$ cat src/rtl/regfile_pkg.sv
// Shared register-file types and constants for the MIPS-32 datapath.
// Decode and writeback stages use the same index and data typedefs.
package regfile_pkg;

    localparam int DEF_DATA_W = 32;
    localparam int DEF_ADDR_W = 5;
    localparam int REG_ZERO   = 0;

    typedef logic [DEF_DATA_W-1:0] reg_data_t;
    typedef logic [DEF_ADDR_W-1:0] reg_addr_t;

endpackage

$ cat src/rtl/regfile_scoreboard.sv
// Pending-write scoreboard: one pending bit per register, reserve-over-release
// priority, registered pending count and per-port busy lookup.
module regfile_scoreboard
    import regfile_pkg::*;
#(
    parameter int ADDR_W   = DEF_ADDR_W,
    parameter int NUM_READ = 2,
    parameter int ZERO_REG = 1,
    parameter int BYPASS   = 1
) (
    input  logic                       i_clk,
    input  logic                       i_rst,
    input  logic                       i_rsv_en,
    input  logic [ADDR_W-1:0]          i_rsv_addr,
    input  logic                       i_rel_en,
    input  logic [ADDR_W-1:0]          i_rel_addr,
    input  logic [NUM_READ*ADDR_W-1:0] i_rd_addr,
    output logic [NUM_READ-1:0]        o_busy,
    output logic [ADDR_W:0]            o_count
);

    localparam int              DEPTH   = 1 << ADDR_W;
    localparam logic [DEPTH-1:0] ONE_HOT = DEPTH'(1);
    localparam logic [ADDR_W:0]  CNT_ONE = (ADDR_W+1)'(1);

    logic [DEPTH-1:0] r_pend;
    logic [ADDR_W:0]  r_count;

    logic             w_rsv_ok;
    logic [DEPTH-1:0] w_rsv_mask;
    logic [DEPTH-1:0] w_rel_mask;
    logic             w_inc;
    logic             w_dec;

    // Reserves of the hardwired zero register never become outstanding.
    assign w_rsv_ok   = i_rsv_en && !((ZERO_REG != 0) && (i_rsv_addr == ADDR_W'(REG_ZERO)));
    assign w_rsv_mask = w_rsv_ok ? (ONE_HOT << i_rsv_addr) : '0;
    assign w_rel_mask = i_rel_en ? (ONE_HOT << i_rel_addr) : '0;

    // Count moves only on real bit transitions, so it tracks popcount exactly.
    assign w_inc = w_rsv_ok && !r_pend[i_rsv_addr];
    assign w_dec = i_rel_en && r_pend[i_rel_addr] && !(w_rsv_ok && (i_rsv_addr == i_rel_addr));

    always_ff @(posedge i_clk) begin
        if (i_rst) begin
            r_pend  <= '0;
            r_count <= '0;
        end else begin
            r_pend <= (r_pend & ~w_rel_mask) | w_rsv_mask;
            if (w_inc && !w_dec) begin
                r_count <= r_count + CNT_ONE;
            end else if (!w_inc && w_dec) begin
                r_count <= r_count - CNT_ONE;
            end
        end
    end

    for (genvar k = 0; k < NUM_READ; k++) begin : g_busy
        logic [ADDR_W-1:0] w_ra;
        logic              w_rel_hit;
        assign w_ra      = i_rd_addr[k*ADDR_W +: ADDR_W];
        assign w_rel_hit = (BYPASS != 0) && i_rel_en && (i_rel_addr == w_ra);
        assign o_busy[k] = r_pend[w_ra] && !w_rel_hit;
    end

    assign o_count = r_count;

endmodule

$ cat src/rtl/regfile_mp.sv
// Multi-read-port register file with write bypass, hardwired zero register
// and a pending-write scoreboard for decode stalls.
module regfile_mp
    import regfile_pkg::*;
#(
    parameter int DATA_W   = DEF_DATA_W,
    parameter int ADDR_W   = DEF_ADDR_W,
    parameter int NUM_READ = 2,
    parameter int ZERO_REG = 1,
    parameter int BYPASS   = 1
) (
    input  logic                       Clock,
    input  logic                       Reset,
    input  logic [NUM_READ*ADDR_W-1:0] ReadAddr,
    output logic [NUM_READ*DATA_W-1:0] ReadData,
    output logic [NUM_READ-1:0]        ReadBusy,
    input  logic                       WriteEnable,
    input  logic [ADDR_W-1:0]          WriteAddr,
    input  logic [DATA_W-1:0]          WriteData,
    input  logic                       ReserveEnable,
    input  logic [ADDR_W-1:0]          ReserveAddr,
    output logic [ADDR_W:0]            PendingCount,
    output logic                       AnyPending
);

    localparam int DEPTH = 1 << ADDR_W;

    logic [DATA_W-1:0] r_mem [DEPTH];
    logic              w_wr_ok;

    assign w_wr_ok = WriteEnable && !((ZERO_REG != 0) && (WriteAddr == ADDR_W'(REG_ZERO)));

    always_ff @(posedge Clock) begin
        if (Reset) begin
            for (int i = 0; i < DEPTH; i++) begin
                r_mem[i] <= '0;
            end
        end else if (w_wr_ok) begin
            r_mem[WriteAddr] <= WriteData;
        end
    end

    // Zero-register masking is applied last so it also overrides the bypass.
    for (genvar k = 0; k < NUM_READ; k++) begin : g_read
        logic [ADDR_W-1:0] w_ra;
        logic              w_fwd;
        logic              w_zero;
        assign w_ra   = ReadAddr[k*ADDR_W +: ADDR_W];
        assign w_fwd  = (BYPASS != 0) && WriteEnable && (WriteAddr == w_ra);
        assign w_zero = (ZERO_REG != 0) && (w_ra == ADDR_W'(REG_ZERO));
        assign ReadData[k*DATA_W +: DATA_W] = w_zero ? '0 :
                                              w_fwd  ? WriteData : r_mem[w_ra];
    end

    regfile_scoreboard #(
        .ADDR_W   (ADDR_W),
        .NUM_READ (NUM_READ),
        .ZERO_REG (ZERO_REG),
        .BYPASS   (BYPASS)
    ) u_scoreboard (
        .i_clk      (Clock),
        .i_rst      (Reset),
        .i_rsv_en   (ReserveEnable),
        .i_rsv_addr (ReserveAddr),
        .i_rel_en   (WriteEnable),
        .i_rel_addr (WriteAddr),
        .i_rd_addr  (ReadAddr),
        .o_busy     (ReadBusy),
        .o_count    (PendingCount)
    );

    assign AnyPending = (PendingCount != '0);

endmodule

$ cat config.mk
export PLATFORM = sky130hd
export DESIGN_NAME = regfile_mp
export DESIGN_NICKNAME = d
export VERILOG_FILES = /design/src/rtl/regfile_pkg.sv /design/src/rtl/regfile_scoreboard.sv /design/src/rtl/regfile_mp.sv
export SDC_FILE = /design/constraint.sdc
export NUM_CORES = 2
export LEC_CHECK = 0
export CAP_MARGIN = 40
export CORE_ASPECT_RATIO = 1.75
export CORE_MARGIN = 4
export CORE_UTILIZATION = 59
export CTS_BUF_LIST = sky130_fd_sc_hd__clkbuf_2 sky130_fd_sc_hd__clkbuf_4 sky130_fd_sc_hd__clkbuf_8
export DETAILED_ROUTE_END_ITERATION = 6
export PLACE_DENSITY = 0.79
export SKIP_LAST_GASP = 1
export SYNTH_ARGS = -nofsm -noshare
export SYNTH_HDL_FRONTEND = slang
export SYNTH_SLANG_ARGS = --single-unit
$ cat constraint.sdc
create_clock -name Clock -period 4.6 [get_ports Clock]
set_input_delay 0.92 -clock Clock [delete_from_list [all_inputs] [get_ports Clock]]
set_output_delay 0.92 -clock Clock [all_outputs]
set_load 0.01 [all_outputs]
==> reports/results.ini <==
[cells_and_area]
layout_common_cells=edfxtp_1, and2_1, mux4_2
area_delta_synth_final_pct=14.4
drive_gt1_share_pct=29.5
final_common_cell=edfxtp_1
layout.nets=4236

[yosys]
avgSynthCellArea_sq_um=14.8
synth_cells=3931
yosys_warnings=0
ys_seq_area_share_pct=54.2
syn_area_sq_um=58100
yosysUniqueCellTypes=60
synthArstFlopShare_pct=0
synth_top_cell_by_area=edfxtp_1
ys_ff_latch=1062
netlist.area_leader.share_pct=52.9
synth_area_leaders=edfxtp_1, mux4_2, and2_1
synth_flop_cell=edfxtp_1
synth-edff-count=1024

[sta]
setup_tns_ps=-5.97
setup_violations=1
fmax_mhz=217
rsz0062_at_grt=yes
fin_worst_skew_ps=13.7
slew_viol_final=0
maxSlewHeadroom_pct=38.8
fin_ws_ps=-5.97
min_period_ps=4610
period_share_pct=100
tightest_slew_ps=893
hold_viol=0

[die]
initial_utilization_pct=59.3
die_w_um=245
die_h_um=423
rows=152
die_area_sq_um=104000
coreArea_sq_um=97900
num_io_pins=129

[worst_setup_path]
reg2reg_depth=12
rrSetupSlack_ps=1070
crit_path_start_kind=input pin
worstReg2RegStart=u_scoreboard.r_pend[7]
crit_fanout=39
cp-endpoint=ReadData[37]
cp-end-kind=output pin
crit_path_start=ReadAddr[7]
worst_ep_required_time_ps=3680
cp.arrival_ps=3690
crit_type=input pin to output pin
reg2reg_to=u_scoreboard.o_count[5]

[grt]
antenna_found_initial=17
grt_pass1_vias=41706
grt_pass1_wl_um=286000
grt_remaining_overflow=0
grt_max_degree=52
grt_use_total_pct=39.1

[pwr]
pwr-share-clk_pct=34.7
powerDensity_nw_per_um2=344
ir_worst_vdd_mv=0.248
finalPower_uw=22900
netSwitchingFraction_pct=26.2
p_seq_share_pct=49.9
internal_power_uw=16900
leakage_uw=0.0235
p_comb_share_pct=15.3
power_switching_uw=5990

[hold_path]
hp-class=input pin to flip-flop
worstHoldPathCells=2

[drt]
route.vias.total=40883
ant_nets=0
viasPerCell=7.28
wl_per_cell_um=36.2
wirelength_um=203000
drt_iter0_drc=6808
drc_errors=0
drtPass1Iterations=6

[status]
status=complete, but fails checks
violations=setup timing

[clocking]
clkLatencyLatePin_ps=860
cts_root_buffer=clkbuf_8
clock_path_buffers=3
clkSinkCount=1062
cts_made_buffers=151
cts_tree=built
clkSlewWorstSetupHoldPaths_ps=60
holdBufCountCts=0
ctsHtreeMaxLevel=4

[place]
portBuffers=128
place_hpwl_um=126000
place.gp.congestion=0.938
dpl_worst_slack_ps=-183

[run]
drv_cap=0

==> flip-flops by register name, indices dropped and copies added (netlist names) <==
name / count
u_scoreboard.o_count: 6
r_mem: 1024
u_scoreboard.r_pend: 32
==> worst max-delay path, stage by stage <==
cell and delay, ps:
buf_4 350, buf_12 320, mux4_2 300, mux2i_1 100
mux2i_1 730, o22ai_1 190, nor2_1 150, clkdlybuf4s50_1 540
==> power groups by stage <==
stage                     combinational [uW]  sequential (uW)  clock, uW
after global placement                  3350            11500          0
after detailed placement                3390            11600          0
final                                   3510            11400       7950
after global routing                    3600            11500       8360
after floorplan                         1970            11500          0
after CTS                               3410            11400       7930
==> cells in the mapped netlist (all sizes together) (6+ instances only) <==
cell type / count
o311ai: 9
nand3b: 8
edfxtp: 1024
clkbuf: 289
nand2: 113
nor2b: 6
a21oi: 89
and3: 8
a22oi: 17
o22ai: 29
nand3: 24
a211o: 7
mux2i: 158
nor2: 136
and2: 995
a221oi: 31
xnor2: 16
mux2: 11
or2: 30
buf: 121
o32ai: 24
o21ai: 99
nor3: 10
inv: 9
mux4: 565
dfxtp: 38
==> layout make-up <==
class / instances / area, sq um
tap: 1309 / 1640
clock buffer: 200 / 2510
antenna: 14 / 35.0
fill: 6472 / 31400
timing repair buffer: 469 / 4990
inverter: 12 / 50.0
clock inverter: 75 / 626
sequential: 1062 / 31500
multi-input combinational: 2478 / 25200
==> worst min path at each step <==
stage                                   end               startpoint
floorplan           u_scoreboard.r_pend[16]  u_scoreboard.r_pend[16]
global placement     u_scoreboard.r_pend[0]   u_scoreboard.r_pend[0]
finish              u_scoreboard.r_pend[20]                    Reset
CTS                 u_scoreboard.r_pend[20]                    Reset
detailed placement   u_scoreboard.r_pend[3]   u_scoreboard.r_pend[3]
global route                    r_mem[0][6]                    Reset
==> metrics by stage <==
stage                     area [sq um]  utilization (%)  hold slack [ps]  std cells
final                            66500             67.9              533       5619
after global routing             66500             67.9              508       5606
after CTS                        66300             67.7              470       5598
after detailed placement         63100             64.5              524       5320
after global placement           63100             64.4              522       5318
after floorplan                  58200                -              473       3962
==> timing repair <==
action | 4_1_cts | 5_1_grt
endpoints found under the setup margin | 9 | 60
pin swaps | 0 | 4
gates resized for setup | 3 | 22
endpoints found under the hold margin | 0 | 0
setup buffers | 3 | 6
cloned | 0 | 2
==> per-layer routing <==
layer  global-route usage, %  wire length [um]  up-vias
li1                        -                 -    15575
met1                    44.8             58900    20137
met2                    61.7             96000     3999
met3                    11.3             27800     1168
met4                    31.0             20500        4
met5                       0                30        -
==> cells by family (layout without fill, tap and decap cells) <==
| logic type | count (synthesis) | after routing | synth area share (%) |
|---|---|---|---|
| compound gates | 338 | 338 | 3.74 |
| xor+xnor | 18 | 18 | 0.271 |
| fa+ha+maj | 6 | 6 | 0.142 |
| buf+inv | 422 | 756 | 3.37 |
| flops | 1062 | 1062 | 54.2 |
| mux | 734 | 734 | 24.8 |
| other cells | 1 | 46 | 0.00645 |
| simple gates | 1350 | 1350 | 13.4 |
Note: power is estimated with default switching activity, not from simulation.
